File: src/rtl/voltage_pwm_pkg.sv
// Shared types and default constants for the voltage PWM block.
package voltage_pkg;

  typedef enum logic [1:0] {IDLE, SHIFT, DONE} frame_state_t;

  localparam int BYTE_W = 8;

  localparam int DEF_PRESCALE = 4;
  localparam int DEF_IDLE_TIMEOUT = 1024;
  localparam logic [BYTE_W-1:0] DEF_RESET_DUTY = 8'h00;

endpackage

File: src/rtl/voltage_pwm_if.sv
// Signal bundle between the SPI-side byte source and the voltage PWM block.
interface voltage_pwm_if;

  logic                          sclk_in;
  logic [voltage_pkg::BYTE_W-1:0] q;
  logic [voltage_pkg::BYTE_W-1:0] byte_out;
  logic                          frame_valid;
  logic [voltage_pkg::BYTE_W-1:0] duty;
  logic                          pwm_out;

  modport master (
    output sclk_in, q,
    input  byte_out, frame_valid, duty, pwm_out
  );

  modport slave (
    input  sclk_in, q,
    output byte_out, frame_valid, duty, pwm_out
  );

endinterface

File: src/rtl/voltage_pwm_pwm_gen.sv
// 8-bit PWM with prescaler and a duty double-buffer that only swaps at the
// 255->0 wrap, so a period is never cut short or stretched.
module pwm_gen
  import voltage_pkg::*;
#(
  parameter int                PRESCALE   = DEF_PRESCALE,
  parameter logic [BYTE_W-1:0] RESET_DUTY = DEF_RESET_DUTY
) (
  input  logic              clk,
  input  logic              reset,
  input  logic [BYTE_W-1:0] pending,
  input  logic              load_pending,
  output logic [BYTE_W-1:0] duty,
  output logic              pwm_out
);

  localparam int              PS_W    = (PRESCALE > 1) ? $clog2(PRESCALE) : 1;
  localparam logic [PS_W-1:0] PS_LAST = PS_W'(PRESCALE - 1);

  logic [PS_W-1:0]   presc;
  logic [BYTE_W-1:0] pwm_cnt;
  logic [BYTE_W-1:0] pend_reg;
  logic              pend_flag;
  logic              tick;
  logic              wrap;

  assign tick = (presc == PS_LAST);
  assign wrap = tick && (pwm_cnt == '1);

  // Prescaler: one tick every PRESCALE clocks.
  always_ff @(posedge clk) begin
    if (!reset)    presc <= '0;
    else if (tick) presc <= '0;
    else           presc <= presc + 1'b1;
  end

  // PWM counter advances once per tick and wraps naturally at 255.
  always_ff @(posedge clk) begin
    if (!reset)    pwm_cnt <= '0;
    else if (tick) pwm_cnt <= pwm_cnt + 1'b1;
  end

  // Duty buffer: a capture landing on the wrap bypasses straight to duty.
  always_ff @(posedge clk) begin
    if (!reset) begin
      duty      <= RESET_DUTY;
      pend_reg  <= '0;
      pend_flag <= 1'b0;
    end else if (wrap) begin
      if (load_pending)   duty <= pending;
      else if (pend_flag) duty <= pend_reg;
      pend_flag <= 1'b0;
    end else if (load_pending) begin
      pend_reg  <= pending;
      pend_flag <= 1'b1;
    end
  end

  // Registered compare keeps the output glitch-free.
  always_ff @(posedge clk) begin
    if (!reset) pwm_out <= 1'b0;
    else        pwm_out <= (pwm_cnt < duty);
  end

endmodule

File: src/rtl/voltage_pwm.sv
// Frames bytes from the Pi SPI slave by watching raw SCLK and feeds each
// captured byte to the PWM that drives the RC-filtered voltage output.
module voltage_pwm
  import voltage_pkg::*;
#(
  parameter int                PRESCALE     = DEF_PRESCALE,
  parameter int                IDLE_TIMEOUT = DEF_IDLE_TIMEOUT,
  parameter logic [BYTE_W-1:0] RESET_DUTY   = DEF_RESET_DUTY
) (
  input  logic          clk,
  input  logic          reset,
  voltage_pwm_if.slave  bus
);

  localparam int                IDLE_W   = $clog2(IDLE_TIMEOUT + 1);
  localparam logic [IDLE_W-1:0] IDLE_MAX = IDLE_W'(IDLE_TIMEOUT);

  logic              s1, s2, s3;
  logic              rise, fall;
  frame_state_t      state, state_next;
  logic [3:0]        bit_cnt;
  logic [IDLE_W-1:0] idle_cnt;
  logic              capture;
  logic              timeout;
  logic [BYTE_W-1:0] byte_q;
  logic              frame_valid_c;

  // Two-flop synchronizer plus a history flop for edge detection.
  always_ff @(posedge clk) begin
    if (!reset) begin
      s1 <= 1'b0;
      s2 <= 1'b0;
      s3 <= 1'b0;
    end else begin
      s1 <= bus.sclk_in;
      s2 <= s1;
      s3 <= s2;
    end
  end

  assign rise    = s2 & ~s3;
  assign fall    = ~s2 & s3;
  assign capture = (state == SHIFT) && fall && (bit_cnt == 4'd8);
  assign timeout = (state == SHIFT) && (idle_cnt == IDLE_MAX);

  // Frame state register.
  always_ff @(posedge clk) begin
    if (!reset) state <= IDLE;
    else        state <= state_next;
  end

  // Frame next-state: a stalled partial frame falls back to IDLE.
  always_comb begin
    state_next = state;
    case (state)
      IDLE:    if (rise) state_next = SHIFT;
      SHIFT: begin
        if (capture)      state_next = DONE;
        else if (timeout) state_next = IDLE;
      end
      DONE:    state_next = IDLE;
      default: state_next = IDLE;
    endcase
  end

  // Frame outputs: the pulse is simply the one cycle spent in DONE.
  always_comb begin
    frame_valid_c = (state == DONE);
  end

  // Rising-edge count within a frame, saturating at a full byte.
  always_ff @(posedge clk) begin
    if (!reset)                      bit_cnt <= '0;
    else if (state_next != SHIFT)    bit_cnt <= '0;
    else if (state == IDLE)          bit_cnt <= 4'd1;
    else if (rise && bit_cnt != 4'd8) bit_cnt <= bit_cnt + 1'b1;
  end

  // Idle counter measures SCLK silence while a frame is open.
  always_ff @(posedge clk) begin
    if (!reset)                               idle_cnt <= '0;
    else if (state != SHIFT || rise || fall)  idle_cnt <= '0;
    else if (idle_cnt != IDLE_MAX)            idle_cnt <= idle_cnt + 1'b1;
  end

  // Capture the finished byte on the closing falling edge.
  always_ff @(posedge clk) begin
    if (!reset)       byte_q <= '0;
    else if (capture) byte_q <= bus.q;
  end

  assign bus.byte_out    = byte_q;
  assign bus.frame_valid = frame_valid_c;

  pwm_gen #(
    .PRESCALE   (PRESCALE),
    .RESET_DUTY (RESET_DUTY)
  ) u_pwm (
    .clk          (clk),
    .reset        (reset),
    .pending      (bus.q),
    .load_pending (capture),
    .duty         (bus.duty),
    .pwm_out      (bus.pwm_out)
  );

endmodule

File: src/flat_wrapper.sv
// flat-port wrapper written by rule: the top's interface ports become plain ports
module voltage_pwm_flat import voltage_pkg::*;
#(
  parameter int                PRESCALE     = DEF_PRESCALE,
  parameter int                IDLE_TIMEOUT = DEF_IDLE_TIMEOUT,
  parameter logic [BYTE_W-1:0] RESET_DUTY   = DEF_RESET_DUTY
)
  (clk, reset, bus_sclk_in, bus_q, bus_byte_out, bus_frame_valid, bus_duty, bus_pwm_out);
  voltage_pwm_if bus_i ();
  input  logic clk;
  input  logic reset;
  input wire logic [$bits(bus_i.sclk_in)-1:0] bus_sclk_in;
  input wire logic [$bits(bus_i.q)-1:0] bus_q;
  output wire logic [$bits(bus_i.byte_out)-1:0] bus_byte_out;
  output wire logic [$bits(bus_i.frame_valid)-1:0] bus_frame_valid;
  output wire logic [$bits(bus_i.duty)-1:0] bus_duty;
  output wire logic [$bits(bus_i.pwm_out)-1:0] bus_pwm_out;
  assign bus_i.sclk_in = bus_sclk_in;
  assign bus_i.q = bus_q;
  assign bus_byte_out = bus_i.byte_out;
  assign bus_frame_valid = bus_i.frame_valid;
  assign bus_duty = bus_i.duty;
  assign bus_pwm_out = bus_i.pwm_out;
  voltage_pwm #(.PRESCALE(PRESCALE), .IDLE_TIMEOUT(IDLE_TIMEOUT), .RESET_DUTY(RESET_DUTY)) u_core (.clk(clk), .reset(reset), .bus(bus_i));
endmodule
File: config.mk
export PLATFORM = sky130hd
export DESIGN_NAME = voltage_pwm_flat
export DESIGN_NICKNAME = d
export VERILOG_FILES = /design/src/rtl/voltage_pwm_pkg.sv /design/src/rtl/voltage_pwm_if.sv /design/src/rtl/voltage_pwm_pwm_gen.sv /design/src/rtl/voltage_pwm.sv /design/src/flat_wrapper.sv
export SDC_FILE = /design/constraint.sdc
export NUM_CORES = 1
export LEC_CHECK = 0
export CAP_MARGIN = 15
export CORE_ASPECT_RATIO = 1.2
export CORE_UTILIZATION = 25
export DETAILED_ROUTE_END_ITERATION = 10
export SLEW_MARGIN = 15
export SYNTH_ARGS = -nofsm -noshare
export SYNTH_HDL_FRONTEND = slang
export SYNTH_SLANG_ARGS = --single-unit
File: constraint.sdc
create_clock -name clk -period 1.9 [get_ports clk]
set_input_delay 0.38 -clock clk [delete_from_list [all_inputs] [get_ports clk]]
set_output_delay 0.38 -clock clk [all_outputs]
set_load 0.05 [all_outputs]
==> results of run 1 <==
worst max-delay path by stage:
stage | from | to | slack (ns) | depth (start not counted)
finish | u_core.bus.byte_out[0] | bus_byte_out[0] | 0.09 | 1
floorplan | u_core.u_pwm.duty[2] | u_core.u_pwm.pwm_out | 0.24 | 6
global placement | u_core.bit_cnt[0] | u_core.bit_cnt[0] | 0.15 | 6
detailed placement | u_core.bit_cnt[0] | u_core.bit_cnt[0] | 0.11 | 6
global route | u_core.bit_cnt[0] | u_core.bit_cnt[0] | 0.009 | 6
CTS | u_core.bus.byte_out[3] | bus_byte_out[3] | 0.08 | 1
through the flow:
stage	util [%]	hold WS (ns)	area (um2)
global route	31.3	0.462	3150
detailed placement	29.8	0.429	3000
finish	31.3	0.437	3150
global placement	29.8	0.415	3000
floorplan	-	0.403	2600
CTS	31.3	0.441	3150
cell type report:
type | instances | area (um2) | area share, %
Tap cell | 126 | 158 | 5.00
Sequential cell | 56 | 1120 | 35.6
Inverter | 13 | 48.8 | 1.55
Clock buffer | 6 | 139 | 4.40
Multi-Input combinational cell | 205 | 1350 | 42.7
Clock inverter | 2 | 13.8 | 0.437
Timing Repair Buffer | 34 | 325 | 10.3
power groups by stage:
stage	sequential (mW)	clock [mW]	combinational (mW)
2_1_floorplan	1.22	0	0.0453
4_1_cts	1.20	0.984	0.0865
6_report	1.20	0.952	0.0846
3_3_place_gp	1.22	0	0.0848
3_5_place_dp	1.22	0	0.0860
5_1_grt	1.20	1.03	0.0940
cell families after synthesis:
group,Yosys count
XOR/XNOR,14
AND/OR/NAND/NOR,115
multiplexers,3
buffers and inverters,27
adder cells (fa/ha/maj),13
AO/OA/AOI/OAI,60
flip-flops,56
cell usage after synthesis, drive strengths merged (2+ instances only):
cell     n  share of area, %
nand4b   2              0.67
or3      5               1.2
clkbuf   6              0.87
dfxtp   56                43
nor4     2               1.1
a21boi  17               4.9
nand3b   3               1.3
nand4    5               1.2
mux2i    3               1.2
xnor2    8               2.7
nand2   37               5.3
nor3b    2              0.58
a21oi    7               1.3
buf      8               2.4
xor2     6               2.0
nor2b    4              0.96
o221ai   8               2.7
a31oi    9               2.2
o21ai   17               3.6
nand2b   2              0.48
inv     13               1.9
and2    10               2.4
nor2     9               1.3
nand3   17               3.3
or2      8               1.9
and3     2              0.48
ha      13               6.3
nor3     2              0.38
metal layers:
layer	vias to the layer above	wire length, um
li1	1056	-
met2	27	2530
met5	-	0
met4	0	105
met1	980	2490
met3	9	111
what timing repair did:
| action | CTS | global route |
|---|---|---|
| endpoints found under the setup margin | 0 | 1 |
| hold endpoints to repair | 0 | 0 |
| hold buffers | 0 | 0 |
| resized for setup | 0 | 1 |
==> reports/results.txt, run 1 <==
Worst EP required: 1.52 ns
Met1 usage in global routing: 13.4%
Critical Path End Type: output pin
Final ANT Viol Nets: 0
Worst Setup Start Kind: flip-flop
Largest Register: u_core.idle_cnt
Synthesized cell area: 2600 um2
Average size of a mapped cell: 9.04 um2
Vias in the first global route: 1994
Largest net degree at the start of global routing: 41
DR pass1 iterations: 4
Worst reg2reg path depth: 6
Post-synth top flop: dfxtp_1
GR Util met2: 17.4%
Synth Net Count: 312
Synth Area in Compound Gates: 15.3%
Share of post-route cells with drive strength above 1: 12.0%
Clk slew on worst S/H paths: 0.07 ns
HP Class: reg -> reg
Post-layout worst setup margin: 0.0891 ns
Peak supply drop: 332 uV
DP HPWL: 3.69 mm
CTS tree: done
Fillcell total: 1019
Ys Warns: 0
Total track usage: 10.6%
R2r endpoint: u_core.bit_cnt[0]
Crit-path cells: clkdlybuf4s50_1
Top Ports: 29
Crit path largest cell delay: 0.80 ns
# rows: 40
Initial antenna violation count: 0
Area Growth Syn to Fin: 21.2%
Bufs and invs on worst path: 1
Routed WL: 5.24 mm
Async set-reset flop share out of synthesis: 0%
Die Span Y: 114 um
Clock network power share: 42.7%
Sum Neg Setup Slack: 0 ns
Initial DRC count: 105
Worst Tran Pin Value: 0.497 ns
Final Non-Filler Cells: 442
CTS Sinks: 56
Internal: 1.76 mW
Worst Hold End: u_core.u_pwm.presc[0]
Crit path time final: 1.81 ns
Full die area: 10800 um2
Vias per cell: 4.69
Hold wc startpoint: u_core.u_pwm.presc[0]
Place WS: 0.110 ns
Number of enable flip-flop cells after synthesis: 0
Post-synthesis simple-gate area fraction: 24.3%
Worst reg2reg setup slack: 0.12 ns
Commonest non-fill, non-tap cell in the layout: dfxtp_1
First-pass GRT wire length: 9.16 mm
Final hold violations: 0
Critical Path AT: 1.43 ns
Synth Instances: 288
CP Class: reg -> out
Lkg Pwr: 1.13 nW
Max FFs per register: 11
Largest family of logic cells by synthesized area: simple AND/OR/NAND/NOR gates
Pwr dens: 708 nW/um2
Root buffer cell: clkbuf_16
Starting density of the core: 25.9%
CTS max path bufs: 2
RR Startpoint: u_core.bit_cnt[0]
Critical path's top delay family: buffers and inverters
Placed Cells: 434
Clk Latency, worst-skew pair: 0.29 ns
Grt ovf: 0
Most frequent cells in the layout: dfxtp_1, nand2_1, clkdlybuf4s50_1, nand3_1, buf_4
Slew Limit Fails: 0
Worst slew margin: 66.8%
Mux cell area share after synthesis: 1.15%
DR WL/cell: 11.9 um
Unrepaired setup endpoints after global routing: no
Post CTS Setup Buffer Count: 0
Net Sw Frac: 21.1%
Total power: 2.23 mW
Core box area: 10100 um2
Yosys reg bits: 56
XOR/XNOR share of the synthesized area: 4.71%
DR vias: 2072
Buffers on Ports: 28
Max cap viols: 0
CTS Buf Count: 5
Met3 Usage GRT: 2.27%
N_diodes: 0
Final GP Congestion: 0.732
DRC violation count after routing: 0
Comb pwr share: 3.8%
Fmax: 0.552 GHz
Worst Hold Depth: 1
Fin nets: 339
Reg power frac: 53.6%
H-tree lvl count: 2
Post-synthesis sequential area ratio: 43.1%
Status: complete, no violations
CP max FO: 2
Final period util: 95.3%
Adder-cell share of the synthesized area: 6.25%
Switch Pwr: 0.471 mW
Setup violations, final: 0
Slowest CP cell: clkdlybuf4s50_1
GRT busiest layer: met2
Die Wd: 95.1 um
Yosys cell types: 43
Skew final: 0.00902 ns
Note: power is estimated with default switching activity, not from simulation.
==> run 2, diff against run 1 <==
--- a/config.mk
+++ b/config.mk
@@ -7,8 +7,9 @@
 export LEC_CHECK = 0
 export CAP_MARGIN = 15
 export CORE_ASPECT_RATIO = 1.2
-export CORE_UTILIZATION = 25
+export CORE_UTILIZATION = 55
 export DETAILED_ROUTE_END_ITERATION = 10
+export PLACE_DENSITY = 0.78
 export SLEW_MARGIN = 15
 export SYNTH_ARGS = -nofsm -noshare
 export SYNTH_HDL_FRONTEND = slang
==> reports/results.txt, run 2 (synthesis results as in run 1) <==
CTS Sinks: 56
Top Ports: 29
Post CTS Setup Buffer Count: 0
Vias in the first global route: 1941
Sequential Area: 1120 um2
Fmax: 0.537 GHz
HP Class: reg -> reg
Max FFs per register: 11
DRC violation count after routing: 0
Final hold violations: 0
Sum Neg Setup Slack: 0 ns
Total track usage: 21.5%
Critical Path End Type: output pin
N_diodes: 0
CP Depth: 1
Setup violations, final: 0
Slowest CP cell: clkdlybuf4s50_1
Critical path's top delay family: buffers and inverters
Status: complete, no violations
CTS max path bufs: 2
Buffers on Ports: 28
CP Launch Point: u_core.bus.byte_out[7]
Core box area: 4560 um2
Commonest non-fill, non-tap cell in the layout: dfxtp_1
Post-CTS Hold Buffers: 0
Worst reg2reg path depth: 6
Skew final: 0.00757 ns
Starting density of the core: 57.1%
Net Sw Frac: 21.5%
Most frequent cells in the layout: dfxtp_1, nand2_1, clkdlybuf4s50_1, buf_4, nand3_1
DR pass1 iterations: 4
# rows: 27
Final ANT Viol Nets: 0
Switch Pwr: 0.418 mW
Vias per cell: 5.51
Largest Register: u_core.idle_cnt
Largest net degree at the start of global routing: 41
RR Startpoint: u_core.bit_cnt[0]
H-tree lvl count: 2
Crit path largest cell delay: 0.81 ns
CP max FO: 2
Fillcell total: 397
DP HPWL: 3.50 mm
CTS Buf Count: 5
Clk Latency, worst-skew pair: 0.31 ns
CP Class: reg -> out
Initial antenna violation count: 0
Crit path time final: 1.86 ns
First-pass GRT wire length: 8.47 mm
DR vias: 2084
Full die area: 5010 um2
Comb pwr share: 4.4%
Grt ovf: 0
Fin nets: 343
Worst reg2reg setup slack: 0.13 ns
Die Wd: 64.8 um
Final GP Congestion: 0.824
Clk slew on worst S/H paths: 0.09 ns
Pwr dens: 644 nW/um2
Worst Tran Pin Value: 0.496 ns
Area Growth Syn to Fin: 15.9%
Clock network power share: 34.1%
Max cap viols: 0
Routed WL: 4.88 mm
Bufs and invs on worst path: 1
Worst Setup Start Kind: flip-flop
Critical Path AT: 1.48 ns
Initial DRC count: 60
DR WL/cell: 12.9 um
Internal: 1.52 mW
Placed Cells: 370
Peak supply drop: 454 uV
Final period util: 98.0%
Unrepaired setup endpoints after global routing: no
Reg power frac: 61.5%
Post-cts resize count: 0
Worst slew margin: 66.8%
Root buffer cell: clkbuf_8
Die Span Y: 77.4 um
Crit-path cells: clkdlybuf4s50_1
R2r endpoint: u_core.bit_cnt[0]
Slew Limit Fails: 0
Share of post-route cells with drive strength above 1: 12.8%
CTS tree: done
Multi-input gate area: 1350 um2
Lkg Pwr: 1.11 nW
Worst EP required: 1.52 ns
Worst Setup EP: bus_byte_out[7]
Final Non-Filler Cells: 378
## run 2: cell types whose count changed in the layout (fill, tap and decap cells not counted), sizes merged
cell           change
inv                -1
clkinv             +1
buf                +3
clkdlybuf4s50      +1
## run 2: area by class of cell
class,count,area share (%)
clock buffer,6,2.74
multi-input combinational,205,44.7
sequential,56,37.2
clock inverter,2,0.332
timing repair buffer,38,11.0
inverter,13,1.62
tap,58,2.41
## run 2: power by group through the flow
stage / Sequential, mW / Combinational, mW / Clock, mW
CTS: 1.19 / 0.0853 / 0.680
global route: 1.20 / 0.0944 / 0.735
detailed placement: 1.22 / 0.0847 / 0
finish: 1.19 / 0.0846 / 0.663
floorplan: 1.22 / 0.0453 / 0
global placement: 1.22 / 0.0838 / 0
## run 2: per-stage QoR
step	utilization [%]	instance area [um2]	setup slack, ns	hold WS [ns]	total power, mW
6_report	66.1	3020	0.0382	0.434	1.94
2_1_floorplan	-	2600	0.244	0.403	1.27
5_1_grt	66.1	3020	0.0103	0.442	2.02
4_1_cts	66.1	3020	0.0391	0.438	1.96
3_5_place_dp	64.1	2920	0.143	0.425	1.31
3_3_place_gp	64.1	2920	0.171	0.417	1.30
## run 2: per-layer routing
| metal | global-route usage [%] | vias to the layer above | share of wire, % |
|---|---|---|---|
| li1 | - | 1065 | - |
| met4 | 7.11 | 0 | 0.78 |
| met2 | 36.8 | 32 | 50 |
| met3 | 4.56 | 4 | 2.9 |
| met1 | 26.3 | 983 | 47 |
| met5 | 0 | - | 0 |
## run 2: how the worst min path moves through the flow
stage	start	end	slack [ns]	cells after the start
2_1_floorplan	u_core.u_pwm.presc[0]	u_core.u_pwm.presc[0]	0.40	1
3_3_place_gp	u_core.u_pwm.presc[0]	u_core.u_pwm.presc[0]	0.42	1
3_5_place_dp	u_core.u_pwm.presc[0]	u_core.u_pwm.presc[0]	0.42	1
4_1_cts	u_core.u_pwm.presc[0]	u_core.u_pwm.presc[0]	0.44	1
5_1_grt	u_core.u_pwm.presc[0]	u_core.u_pwm.presc[0]	0.44	1
6_report	u_core.u_pwm.presc[0]	u_core.u_pwm.presc[0]	0.43	1
